--- config.mk ---
export PLATFORM = sky130hd
export DESIGN_NAME = regfile_wb_ctrl
export DESIGN_NICKNAME = d
export VERILOG_FILES = /design/src/rtl/regfile_pkg.sv /design/src/rtl/wb_fifo.sv /design/src/rtl/regfile_wb_ctrl.sv
export SDC_FILE = /design/constraint.sdc
export NUM_CORES = 1
export LEC_CHECK = 0
export ABC_AREA = 1
export BUFFER_PORTS_ARGS = -buffer_cell sky130_fd_sc_hd__buf_4
export CORE_MARGIN = 8
export CORE_UTILIZATION = 63
export CTS_CLUSTER_DIAMETER = 60
export DETAILED_ROUTE_END_ITERATION = 12
export PLACE_DENSITY = 0.86
export SYNTH_ARGS = -nofsm -noshare
export SYNTH_HDL_FRONTEND = slang
export SYNTH_SLANG_ARGS = --single-unit
--- constraint.sdc ---
create_clock -name clk -period 6.8 [get_ports clk]
set_input_delay 0.34 -clock clk [delete_from_list [all_inputs] [get_ports clk]]
set_output_delay 0.34 -clock clk [all_outputs]
set_load 0.005 [all_outputs]
--- src/rtl/regfile_pkg.sv ---
// regfile_pkg: shared register-file widths, the x0 constant and the write-back request type.
package regfile_pkg;
    localparam int XLEN = 32;
    localparam int NREGS = 32;
    localparam int REG_ADDR_W = $clog2(NREGS);
    localparam logic [REG_ADDR_W-1:0] REG_X0 = '0;

    typedef struct packed {
        logic [REG_ADDR_W-1:0] rd;
        logic [XLEN-1:0]       data;
    } wb_req_t;
endpackage

--- src/rtl/wb_fifo.sv ---
// wb_fifo: synchronous FIFO of write-back requests buffering LSU results.
module wb_fifo
    import regfile_pkg::*;
#(
    parameter int ENTRIES = 4
) (
    input  logic    clk,
    input  logic    rst,
    input  logic    push,
    input  logic    pop,
    input  wb_req_t din,
    output wb_req_t dout,
    output logic    full,
    output logic    empty
);
    localparam int PW = $clog2(ENTRIES);

    logic [PW-1:0] wr_ptr_q, rd_ptr_q;
    logic [PW:0]   count_q;
    wb_req_t       mem_q [ENTRIES];
    logic          do_push, do_pop;

    assign full    = count_q == ENTRIES[PW:0];
    assign empty   = count_q == '0;
    assign do_push = push & !full;
    assign do_pop  = pop & !empty;
    assign dout    = mem_q[rd_ptr_q];

    // Pointers are power-of-two wide, so natural overflow gives the modulo wrap.
    always_ff @(posedge clk or negedge rst) begin
        if (!rst) begin
            wr_ptr_q <= '0;
            rd_ptr_q <= '0;
            count_q  <= '0;
        end else begin
            wr_ptr_q <= wr_ptr_q + PW'(do_push);
            rd_ptr_q <= rd_ptr_q + PW'(do_pop);
            count_q  <= count_q + (PW+1)'(do_push) - (PW+1)'(do_pop);
        end
    end

    always_ff @(posedge clk) begin
        if (do_push) mem_q[wr_ptr_q] <= din;
    end
endmodule

--- src/rtl/regfile_wb_ctrl.sv ---
// regfile_wb_ctrl: merges ALU and LSU results onto the register-file write port
// and keeps a per-register pending scoreboard for RAW/WAW hazard detection.
module regfile_wb_ctrl
    import regfile_pkg::*;
#(
    parameter int WIDTH    = XLEN,
    parameter int DEPTH    = NREGS,
    parameter int LSU_FIFO = 4,
    localparam int AW      = $clog2(DEPTH)
) (
    input  logic             clk,
    input  logic             rst,
    input  logic             issue_valid,
    input  logic [AW-1:0]    issue_rd,
    output logic             issue_ready,
    input  logic             alu_valid,
    input  logic [AW-1:0]    alu_rd,
    input  logic [WIDTH-1:0] alu_data,
    input  logic             lsu_valid,
    output logic             lsu_ready,
    input  logic [AW-1:0]    lsu_rd,
    input  logic [WIDTH-1:0] lsu_data,
    input  logic [AW-1:0]    chk_addr0,
    input  logic [AW-1:0]    chk_addr1,
    output logic             chk_hazard0,
    output logic             chk_hazard1,
    output logic [AW-1:0]    wr_addr0,
    output logic [WIDTH-1:0] wr_din0,
    output logic             we_0,
    output logic             wb_err
);
    logic [DEPTH-1:0] pending_q, pending_d;
    logic             we_q, we_d;
    logic [AW-1:0]    wr_addr_q, wr_addr_d;
    logic [WIDTH-1:0] wr_din_q, wr_din_d;
    logic             wb_err_q, wb_err_d;
    logic             fifo_full, fifo_empty, fifo_pop, sel_valid;
    wb_req_t          fifo_head, sel;

    wb_fifo #(.ENTRIES(LSU_FIFO)) u_fifo (
        .clk   (clk),
        .rst   (rst),
        .push  (lsu_valid),
        .pop   (fifo_pop),
        .din   (wb_req_t'{rd: lsu_rd, data: lsu_data}),
        .dout  (fifo_head),
        .full  (fifo_full),
        .empty (fifo_empty)
    );

    // A register being written this cycle is forwarded by the register file.
    function automatic logic wr_hit(input logic [AW-1:0] a);
        return we_q & (wr_addr_q == a);
    endfunction

    assign lsu_ready   = !fifo_full;
    assign issue_ready = !pending_q[issue_rd] | wr_hit(issue_rd) | (issue_rd == REG_X0);
    assign chk_hazard0 = pending_q[chk_addr0] & (chk_addr0 != REG_X0) & !wr_hit(chk_addr0);
    assign chk_hazard1 = pending_q[chk_addr1] & (chk_addr1 != REG_X0) & !wr_hit(chk_addr1);

    // ALU has no backpressure, so it always wins; the LSU buffer drains in idle cycles.
    assign fifo_pop  = !alu_valid & !fifo_empty;
    assign sel_valid = alu_valid | !fifo_empty;
    assign sel       = alu_valid ? wb_req_t'{rd: alu_rd, data: alu_data} : fifo_head;
    assign we_d      = sel_valid & (sel.rd != REG_X0);
    assign wr_addr_d = we_d ? sel.rd : wr_addr_q;
    assign wr_din_d  = we_d ? sel.data : wr_din_q;
    assign wb_err_d  = wb_err_q | (we_d & !pending_q[sel.rd]);

    always_comb begin
        pending_d = pending_q;
        if (we_q) pending_d[wr_addr_q] = 1'b0;
        if (issue_valid & issue_ready & (issue_rd != REG_X0)) pending_d[issue_rd] = 1'b1;
    end

    always_ff @(posedge clk or negedge rst) begin
        if (!rst) begin
            pending_q <= '0;
            we_q      <= 1'b0;
            wr_addr_q <= '0;
            wr_din_q  <= '0;
            wb_err_q  <= 1'b0;
        end else begin
            pending_q <= pending_d;
            we_q      <= we_d;
            wr_addr_q <= wr_addr_d;
            wr_din_q  <= wr_din_d;
            wb_err_q  <= wb_err_d;
        end
    end

    assign we_0     = we_q;
    assign wr_addr0 = wr_addr_q;
    assign wr_din0  = wr_din_q;
    assign wb_err   = wb_err_q;
endmodule

==> metrics.cfg <==
[outcome]
status=finished, final reports clean

[routing]
drc=0
wl_per_cell_um=21.4
firstDrtPassIters=6
ant_nets=0
drtIter0Drc=960
vias=9097
via_per_inst=6.23
drt-total-wl_um=31300

[worst_setup_path]
timing.rr.start=u_fifo.rd_ptr_q[0]
crit_top_cell=nand2_1
start_kind=flop
crit_family=buffers and inverters
r2r_cells=13
endpoint_kind=flop
critical-path-max-stage-delay_ps=590
crit_fanout=76
slowest_stage=buf_4
critPathArrivalTime_ps=3730
path_buf_inv=4
crit_type=reg -> reg
r2r_slack_ps=3460
path_cells=buf_4, inv_2, buf_4, nand2_1, nand3_1, nand2_1, nand2_1, o21ai_0, nand2_1, nand2_2, buf_4, nand2_1, o31ai_1
cp_data_required_time_ps=7190
rr_endpoint=wr_din0[29]

[worst_hold_path]
hold_class=in -> reg
holdPathEnd=u_fifo.mem_q[1][12]
min_from=lsu_data[12]
holdPathStages=1

[layout]
fin_cells=1460
final_cell_area_um2=12500
multiInputGateArea_um2=3610
fin_nets=1321
layout-drive-gt1-share_pct=16.2
antennaDiodeCount=0
fillers=1091
regArea_um2=6400
syn_to_final_growth_pct=17.8

[power]
p_sw_w=0.00207
clockPowerShare_pct=24.5
cellInternalPower_w=0.00334
leakage_nw=5.05
comb_power_share_pct=35.1
p_per_area_nw_per_um2=431
p_seq_share_pct=40.4
power_switching_share_pct=38.2
ir_drop_v=0.000357

[clock_tree]
cts_setup_buffers=0
post_cts_resized=0
clk_transition_reported_paths_ps=70
numCtsBuffers=24
htreeDepth=1
cts_root_buf=clkbuf_16
clockBufferDepth=3
insertion_delay_ps=520
cts_sinks=226
tritoncts=yes

[logic_synthesis]
async_reset_ff_share_pct=34.5
synth_area_um2=10600
synth-edff-count=148
ys_ff_latch=226
synth_flop_cell=edfxtp_1
syn_area_per_cell_um2=9.55
synth_cells=1115
ys_types=37
ys_top_cells_by_count=nor2_1, edfxtp_1, o21ai_0
synth.most_common_cell=nor2_1
yosys_warnings=0
synth_top_area_cell=edfxtp_1
yosysSeqAreaShare_pct=60.1
netlist.area_leader.share_pct=41.7
synth_area_leaders=edfxtp_1, dfrtp_1, o21ai_0
syn-num-nets=1214

[global_route]
track_usage_pct=28.6
grt_pass1_wl_um=48800
grt_pass1_vias=8971
grt-ovfl-total=0
antenna_found_initial=0
grt_max_degree=77

[placement]
dp_hpwl_um=19500
placed_area_um2=11700
dp_cells=1415
place_congestion=1.03
io_buffers=136

[timing]
slew_viol_final=0
setup_viol_count_final=0
tightest_slew_ps=1030
hold_viol_final=0
holdWs_ps=20.9
finClkSkew_ps=18.2
fmax_ghz=0.300
relSlewSlack_pct=31.3
min_period_over_period_pct=49.1
fin_crit_ps=3340
setup-tns-final_ps=0
rsz0062_at_grt=no

[die]
fp.dieW_um=146
initial_core_util_pct=64.2
core_area_um2=16600
rows=47
die-area_um2=21300
io_pins=137
dieHeight_um=146

[job]
drv_cap=0

## worst register-to-register path, cell delays in order, from the launching register on
cell	delay, ps
dfrtp_2	330
buf_4	570
inv_2	200
buf_4	380
nand2_1	140
nand3_1	70
nand2_1	100
nand2_1	50
o21ai_0	160
nand2_1	110
nand2_2	200
buf_4	590
nand2_1	190
o31ai_1	140
## worst max path at each step
| stage | start | end | slack, ps | depth (start not counted) |
|---|---|---|---|---|
| floorplan | u_fifo.count_q[1] | u_fifo.mem_q[0][0] | 3080 | 4 |
| global placement | alu_valid | wr_din0[20] | 3420 | 11 |
| detailed placement | alu_valid | wr_din0[28] | 3260 | 11 |
| CTS | u_fifo.rd_ptr_q[0] | wr_din0[29] | 3470 | 13 |
| global route | u_fifo.rd_ptr_q[0] | wr_din0[4] | 3100 | 13 |
| finish | u_fifo.rd_ptr_q[0] | wr_din0[29] | 3460 | 13 |
## placed cells by master, fill, tap and decap left out, types with 4 or more instances in the layout
cell type / instances
o31ai_1: 32
nand2_1: 135
o22ai_1: 55
o21ai_0: 137
nor2_1: 177
inv_1: 86
nand3_1: 105
a221oi_1: 4
edfxtp_1: 148
o21ai_1: 5
a21oi_1: 33
buf_4: 145
ha_1: 4
nor3_2: 4
nor3_1: 11
xor2_1: 4
dfrtp_1: 77
clkbuf_16: 25
## registers in the layout, indices dropped and copies added, names as in the netlist, 2 cells and up
name / count
u_fifo.mem_q: 148
u_fifo.rd_ptr_q: 2
wr_addr0: 5
wr_din0: 32
pending_q: 32
u_fifo.wr_ptr_q: 2
u_fifo.count_q: 3
## per-stage QoR
| step | power, W | worst slack (ps) | utilization, % |
|---|---|---|---|
| final | 0.00541 | 3460 | 75.6 |
| after global routing | 0.00570 | 3100 | 75.6 |
| after CTS | 0.00538 | 3470 | 75.6 |
| after detailed placement | 0.00403 | 3260 | 70.6 |
| after global placement | 0.00396 | 3420 | 70.6 |
| after floorplan | 0.00333 | 3080 | - |
## cell type report
cell class                 instances  area share, %
clock buffer                      30           5.30
clock inverter                    14           1.21
inverter                          90           2.69
multi-input combinational        734           28.8
sequential                       226           51.0
tap                              220           2.20
timing repair buffer             146           8.76
## power groups by stage
stage | sequential, W | clock, W | combinational, W
global route | 0.00221 | 0.00138 | 0.00210
floorplan | 0.00210 | 0 | 0.00123
global placement | 0.00218 | 0 | 0.00178
finish | 0.00218 | 0.00133 | 0.00190
detailed placement | 0.00219 | 0 | 0.00184
CTS | 0.00217 | 0.00133 | 0.00188
## metal layers
metal | GRT usage [%] | wire length [µm]
met1 | 34.4 | 11500
met2 | 49.9 | 16000
met3 | 5.28 | 2600
met4 | 11.8 | 1200
met5 | 0 | 0
## cell families after synthesis
kind of cell | share of synthesized area, %
fa+ha+maj | 0.658
flops | 60.1
simple gates | 17.3
compound gates | 15.2
xor+xnor | 0.576
buf+inv | 6.20
## timing repair
action / 4_1_cts / 5_1_grt
hold endpoints to repair: 26 / 0
hold buffers: 1 / 0
endpoints found under the setup margin: 0 / 0
No activity file was read; power rests on OpenSTA's default activity.
